`config.mk`:
```
export PLATFORM = sky130hd
export DESIGN_NAME = indicador_ocupacion
export DESIGN_NICKNAME = d
export VERILOG_FILES = /design/src/rtl/indicador_ocupacion.sv
export SDC_FILE = /design/constraint.sdc
export NUM_CORES = 1
export LEC_CHECK = 0
export BUFFER_PORTS_ARGS = -buffer_cell sky130_fd_sc_hd__buf_2
export CAP_MARGIN = 10
export CELL_PAD_IN_SITES_DETAIL_PLACEMENT = 0
export CELL_PAD_IN_SITES_GLOBAL_PLACEMENT = 1
export CORE_AREA = 2 2 80 82
export DETAILED_ROUTE_END_ITERATION = 12
export DIE_AREA = 0 0 82 84
export PLACE_DENSITY_LB_ADDON = 0.12
export SLEW_MARGIN = 0
export SYNTH_ARGS = -nofsm -noshare
export SYNTH_HDL_FRONTEND = slang
export SYNTH_SLANG_ARGS = --single-unit
export TNS_END_PERCENT = 20
```
`constraint.sdc`:
```
create_clock -name clk -period 3.26 [get_ports clk]
set_input_delay 0.326 -clock clk [delete_from_list [all_inputs] [get_ports clk]]
set_output_delay 0.326 -clock clk [all_outputs]
set_load 0.01 [all_outputs]
```
`src/rtl/indicador_ocupacion.sv`:
```
// LED/flag output stage for the parking-lot counter: shows the count, flashes a
// direction pattern on each car event and blinks all LEDs while the lot is full.
module indicador_ocupacion #(
  parameter int CAPACIDAD = 9,
  parameter int BLINK_DIV = 6000000,
  parameter int EVENT_LEN = 3000000
) (
  input  logic       clk,
  input  logic       rst,
  input  logic [3:0] espacio,
  input  logic       entrada,
  input  logic       salida,
  output logic [3:0] led,
  output logic       lleno,
  output logic       vacio
);
  localparam int TW = (EVENT_LEN > 1) ? $clog2(EVENT_LEN) : 1;
  localparam int BW = (BLINK_DIV > 1) ? $clog2(BLINK_DIV) : 1;
  localparam logic [TW-1:0] T_LOAD = TW'(EVENT_LEN - 1);
  localparam logic [BW-1:0] B_LAST = BW'(BLINK_DIV - 1);
  localparam logic [3:0]    CAP    = 4'(CAPACIDAD);

  typedef enum logic [1:0] {NORMAL, EVENTO, LLENO} state_t;

  state_t        state_q, state_d;
  logic [TW-1:0] timer_q, timer_d;
  logic [BW-1:0] cnt_q, cnt_d;
  logic          phase_q, phase_d;
  logic          dir_q, dir_d;      // 1 = salida pattern, 0 = entrada pattern
  logic [3:0]    led_q, led_d;
  logic          lleno_q, lleno_d;
  logic          vacio_q, vacio_d;

  logic evt_in, evt_out, evt, full;
  assign evt_in  = entrada & ~salida;
  assign evt_out = salida & ~entrada;
  assign evt     = evt_in | evt_out;
  assign full    = espacio >= CAP;

  always_ff @(posedge clk) begin
    if (rst) begin
      state_q <= NORMAL;
      timer_q <= '0;
      cnt_q   <= '0;
      phase_q <= 1'b1;
      dir_q   <= 1'b0;
      led_q   <= 4'b0000;
      lleno_q <= 1'b0;
      vacio_q <= 1'b0;
    end else begin
      state_q <= state_d;
      timer_q <= timer_d;
      cnt_q   <= cnt_d;
      phase_q <= phase_d;
      dir_q   <= dir_d;
      led_q   <= led_d;
      lleno_q <= lleno_d;
      vacio_q <= vacio_d;
    end
  end

  // Blink counter/phase sit at 0/1 outside LLENO, so every entry starts ON.
  always_comb begin
    state_d = state_q;
    timer_d = timer_q;
    dir_d   = dir_q;
    cnt_d   = '0;
    phase_d = 1'b1;
    case (state_q)
      NORMAL: begin
        if (evt) begin
          state_d = EVENTO;
          timer_d = T_LOAD;
          dir_d   = evt_out;
        end else if (full) begin
          state_d = LLENO;
        end
      end
      EVENTO: begin
        if (evt) begin
          timer_d = T_LOAD;
          dir_d   = evt_out;
        end else if (timer_q == '0) begin
          state_d = full ? LLENO : NORMAL;
        end else begin
          timer_d = timer_q - 1'b1;
        end
      end
      LLENO: begin
        if (evt) begin
          state_d = EVENTO;
          timer_d = T_LOAD;
          dir_d   = evt_out;
        end else if (!full) begin
          state_d = NORMAL;
        end else if (cnt_q == B_LAST) begin
          cnt_d   = '0;
          phase_d = ~phase_q;
        end else begin
          cnt_d   = cnt_q + 1'b1;
          phase_d = phase_q;
        end
      end
      default: state_d = NORMAL;
    endcase
  end

  always_comb begin
    led_d   = espacio;
    lleno_d = full;
    vacio_d = (espacio == 4'd0);
    case (state_d)
      EVENTO:  led_d = dir_d ? 4'b0011 : 4'b1100;
      LLENO:   led_d = phase_d ? 4'b1111 : 4'b0000;
      default: led_d = espacio;
    endcase
  end

  assign led   = led_q;
  assign lleno = lleno_q;
  assign vacio = vacio_q;
endmodule

```
==> metrics.md <==
| Metric | Value |
|---|---|
| Status | `completed` |
| Die area | `0.006888 mm2` |
| Clock skew | `~0.0073 ns` |
| Worst setup startpoint | `timer_q[5]` |
| Hold_buf cts | `0` |
| Synth async-reset ratio | `0%` |
| First-pass GRT wire length | `9.763 mm` |
| CP endpoint kind | `flip-flop` |
| Vias | `about 2300` |
| Final WL | `roughly 5.7 mm` |
| R2r setup slk | `~0.41 ns` |
| H-Tree Depth | `2` |
| Share of cells above drive strength 1 | `~11%` |
| Final min period | `2.847 ns` |
| Critical R2R Capture | `led[3]` |
| Yosys cell types | `between 50 and 60` |
| Unrepaired setup endpoints after global routing | `no` |
| Post-route setup TNS | `0 ns` |
| Yosys top cell area share | `between 40% and 50%` |
| Hold path depth | `2` |
| Clock Latency Late Sink | `0.31 ns` |
| Post-CTS resize count | `0` |
| Post-DRT Antenna Nets | `0` |
| Crit-path cells | `or4_4 > or2_2 > o31a_1 > ha_1 > nor2_1 > a21boi_0 > a211o_1 > a31oi_1` |
| Die Y | `approximately 84 um` |
| Worst flop-to-flop path startpoint | `timer_q[5]` |
| WS Path Type | `flip-flop to flip-flop` |
| Tcrit/Tclk final | `87.32%` |
| CP Max Fanout | `11` |
| Maximum buffer depth of the clock tree | `2` |
| Sequential area share after synthesis | `41.39%` |
| Final number of max-transition violations | `0` |
| Worst setup slack after layout | `just over 0.4 ns` |
| Worst EP required | `between 3 and 4 ns` |
| Clock-pin slew on the worst setup and hold paths | `0.10 ns` |
| Std-Cell Rows | `29` |
| Global route total overflow | `0` |
| CTS root buffer | `clkbuf_8` |
| Core box area | `just over 0.006 mm2` |
| Total CTS buffers | `5` |
| Number of global-route vias before repair | `slightly above 2000` |
| Largest net degree at the start of global routing | `26` |
| Initial antenna violation count | `0` |
| Final hold violation count | `0` |
| Relative slew slack | `57.25%` |
| Max_cap viols | `0` |
| Number of vias per cell | `approximately 5.6` |
| Overall Global Routing Usage | `17.83%` |
| Mapped cell area | `0.002660 mm2` |
| Slowest cell on crit path | `or4_4` |
| Avg WL per Cell | `approximately 14 um` |
| Prevailing post-synth register cell | `dfxtp_1` |
| Leakage power | `slightly above 0.001 uW` |
| Fmax | `about 350 MHz` |
| Area delta synth->final | `8.561%` |
| Die Wd | `between 80 and 90 um` |
| Final setup violation count | `0` |
| Crit path arrival time | `just over 3 ns` |
| Critical Path Source Type | `flip-flop` |
| Slew @ Worst Pin | `around 0.64 ns` |
| VDD IR max | `approximately 0.21 mV` |
| Hold Crit Class | `input port to flip-flop` |
| Post CTS Setup Buffer Count | `0` |
| RD Place Congestion | `roughly 0.82` |
| Post-synth EDFFs | `0` |
| Top cells by area, synth | `dfxtp_1 (41%), nor2_1 (5.2%), xor2_1 (4.9%)` |
| DRT Pass-1 Iters | `4` |
| Ports | `14` |
| Pwr dens | `around 460 mW/mm2` |
| YS warnings | `0` |
| Yosys top cell by area | `dfxtp_1` |
| CTS tree | `done` |
| Flop and latch count out of synthesis | `55` |
| Mapped Nets | `about 330` |
| IO buf count | `13` |
| R2R cell count | `8` |
| DR iter-0 viols | `97` |
| Pre-CTS setup slack | `between 0.3 and 0.4 ns` |
| Num Clock Sinks | `55` |
| Final HPWL DP | `around 4.0 mm` |
| Crit-path max cell delay | `approximately 0.58 ns` |
| Worst setup path endpoint | `led[3]` |
| Ant diodes | `0` |
| Mapped Cells | `313` |
| Avg Inst Size Synth | `approximately 8.5 um2` |
| Starting Density | `between 40% and 50%` |
| Total Nets Final | `roughly 340` |
| DRC violations left | `0` |
==> Yosys cell counts, types with 2 or more instances <==
cell / count
xnor2_1: 6
buf_2: 3
ha_1: 5
or4b_1: 2
o31ai_1: 6
nand2b_1: 3
nor4_1: 4
nor2b_1: 4
and4_1: 2
nor3_1: 10
a211oi_1: 2
a21o_1: 3
and2_1: 2
nand2_1: 15
or4_1: 8
and3_1: 3
or4_4: 2
dfxtp_1: 55
a31oi_1: 10
clkbuf_1: 7
nand4_1: 9
a311oi_1: 5
inv_1: 16
nand3_1: 14
a21oi_1: 17
or2_2: 4
xor2_1: 15
or3_1: 12
a211o_1: 4
o21ai_0: 8
nor2_1: 37
==> per-stage QoR <==
stage          util, %  instances  hold slack (ns)  instance area (um2)  power (uW)
2_1_floorplan        -        313           0.4053                 2660       902.1
3_3_place_gp     45.92        396           0.4617                 2799       959.6
3_5_place_dp     45.92        396           0.4692                 2799       959.9
4_1_cts          47.37        404           0.2091                 2888        1347
5_1_grt          47.37        404           0.2179                 2888        1406
6_report         47.37        404           0.2176                 2888        1333
==> power by group <==
part | switching (uW) | internal, uW | total, uW
Combinational | 125 | 86.6 | 211
Clock | 230 | 155 | 385
Sequential | 30.8 | 706 | 736
Total | 386 | 947 | 1330
==> area by class of cell <==
| type | count | area [um2] |
|---|---|---|
| Sequential cell | 55 | 1101 |
| Inverter | 17 | 63.81 |
| Timing Repair Buffer | 18 | 102.6 |
| Fill cell | 626 | 3208 |
| Clock buffer | 6 | 72.57 |
| Clock inverter | 2 | 16.27 |
| Tap cell | 77 | 96.34 |
| Multi-Input combinational cell | 229 | 1435 |
==> placed cells by master (no fill, tap or decap), drive strengths merged, types with 5 or more instances in the layout <==
cell    synthesis  layout
dfxtp          55      55
nor2           37      37
inv            17      18
buf             5      18
a21oi          17      17
nand2          15      15
xor2           15      15
nand3          14      14
or3            12      12
nor3           10      10
a31oi          10      10
or4            10      10
nand4           9       9
o21ai           9       9
xnor2           6       6
o31ai           6       6
clkbuf          7       6
a311oi          5       5
ha              5       5
==> state kept, by name, summed over array words and instances (netlist names) <==
signal   count
state_q      2
vacio        1
phase_q      1
led          4
timer_q     22
cnt_q       23
lleno        1
dir_q        1
==> logic make-up after synthesis <==
family / count (synthesis) / share of synthesized area [%]
DFF: 55 / 41.39
buffers and inverters: 29 / 4.657
xor gates and xnor gates: 21 / 6.915
muxes: 2 / 0.7996
adders and majority gates: 5 / 2.352
and+or+nand+nor: 136 / 27.66
AOI/OAI and AO/OA: 65 / 16.23
==> per-layer routing <==
layer	track usage (%)	vias up	share of wire, %
li1	-	1169	-
met1	27.53	1058	53
met2	25.06	18	44
met3	3.247	7	2.3
met4	5.000	0	1.3
met5	0	-	0
==> critical path, delay by kind of cell (launching register included) <==
kind            cells  cell delay, ns
flops               1            0.36
compound gates      4            0.94
simple gates        3            1.01
fa+ha+maj           1            0.45
==> how the worst min path moves through the flow <==
stage / startpoint / end / slack, ns
5_1_grt: espacio[3] / vacio / 0.22
6_report: espacio[3] / vacio / 0.22
3_3_place_gp: cnt_q[0] / cnt_q[0] / 0.46
4_1_cts: espacio[3] / vacio / 0.21
3_5_place_dp: cnt_q[0] / cnt_q[0] / 0.47
2_1_floorplan: espacio[3] / vacio / 0.41
No activity file was read; power rests on OpenSTA's default activity.
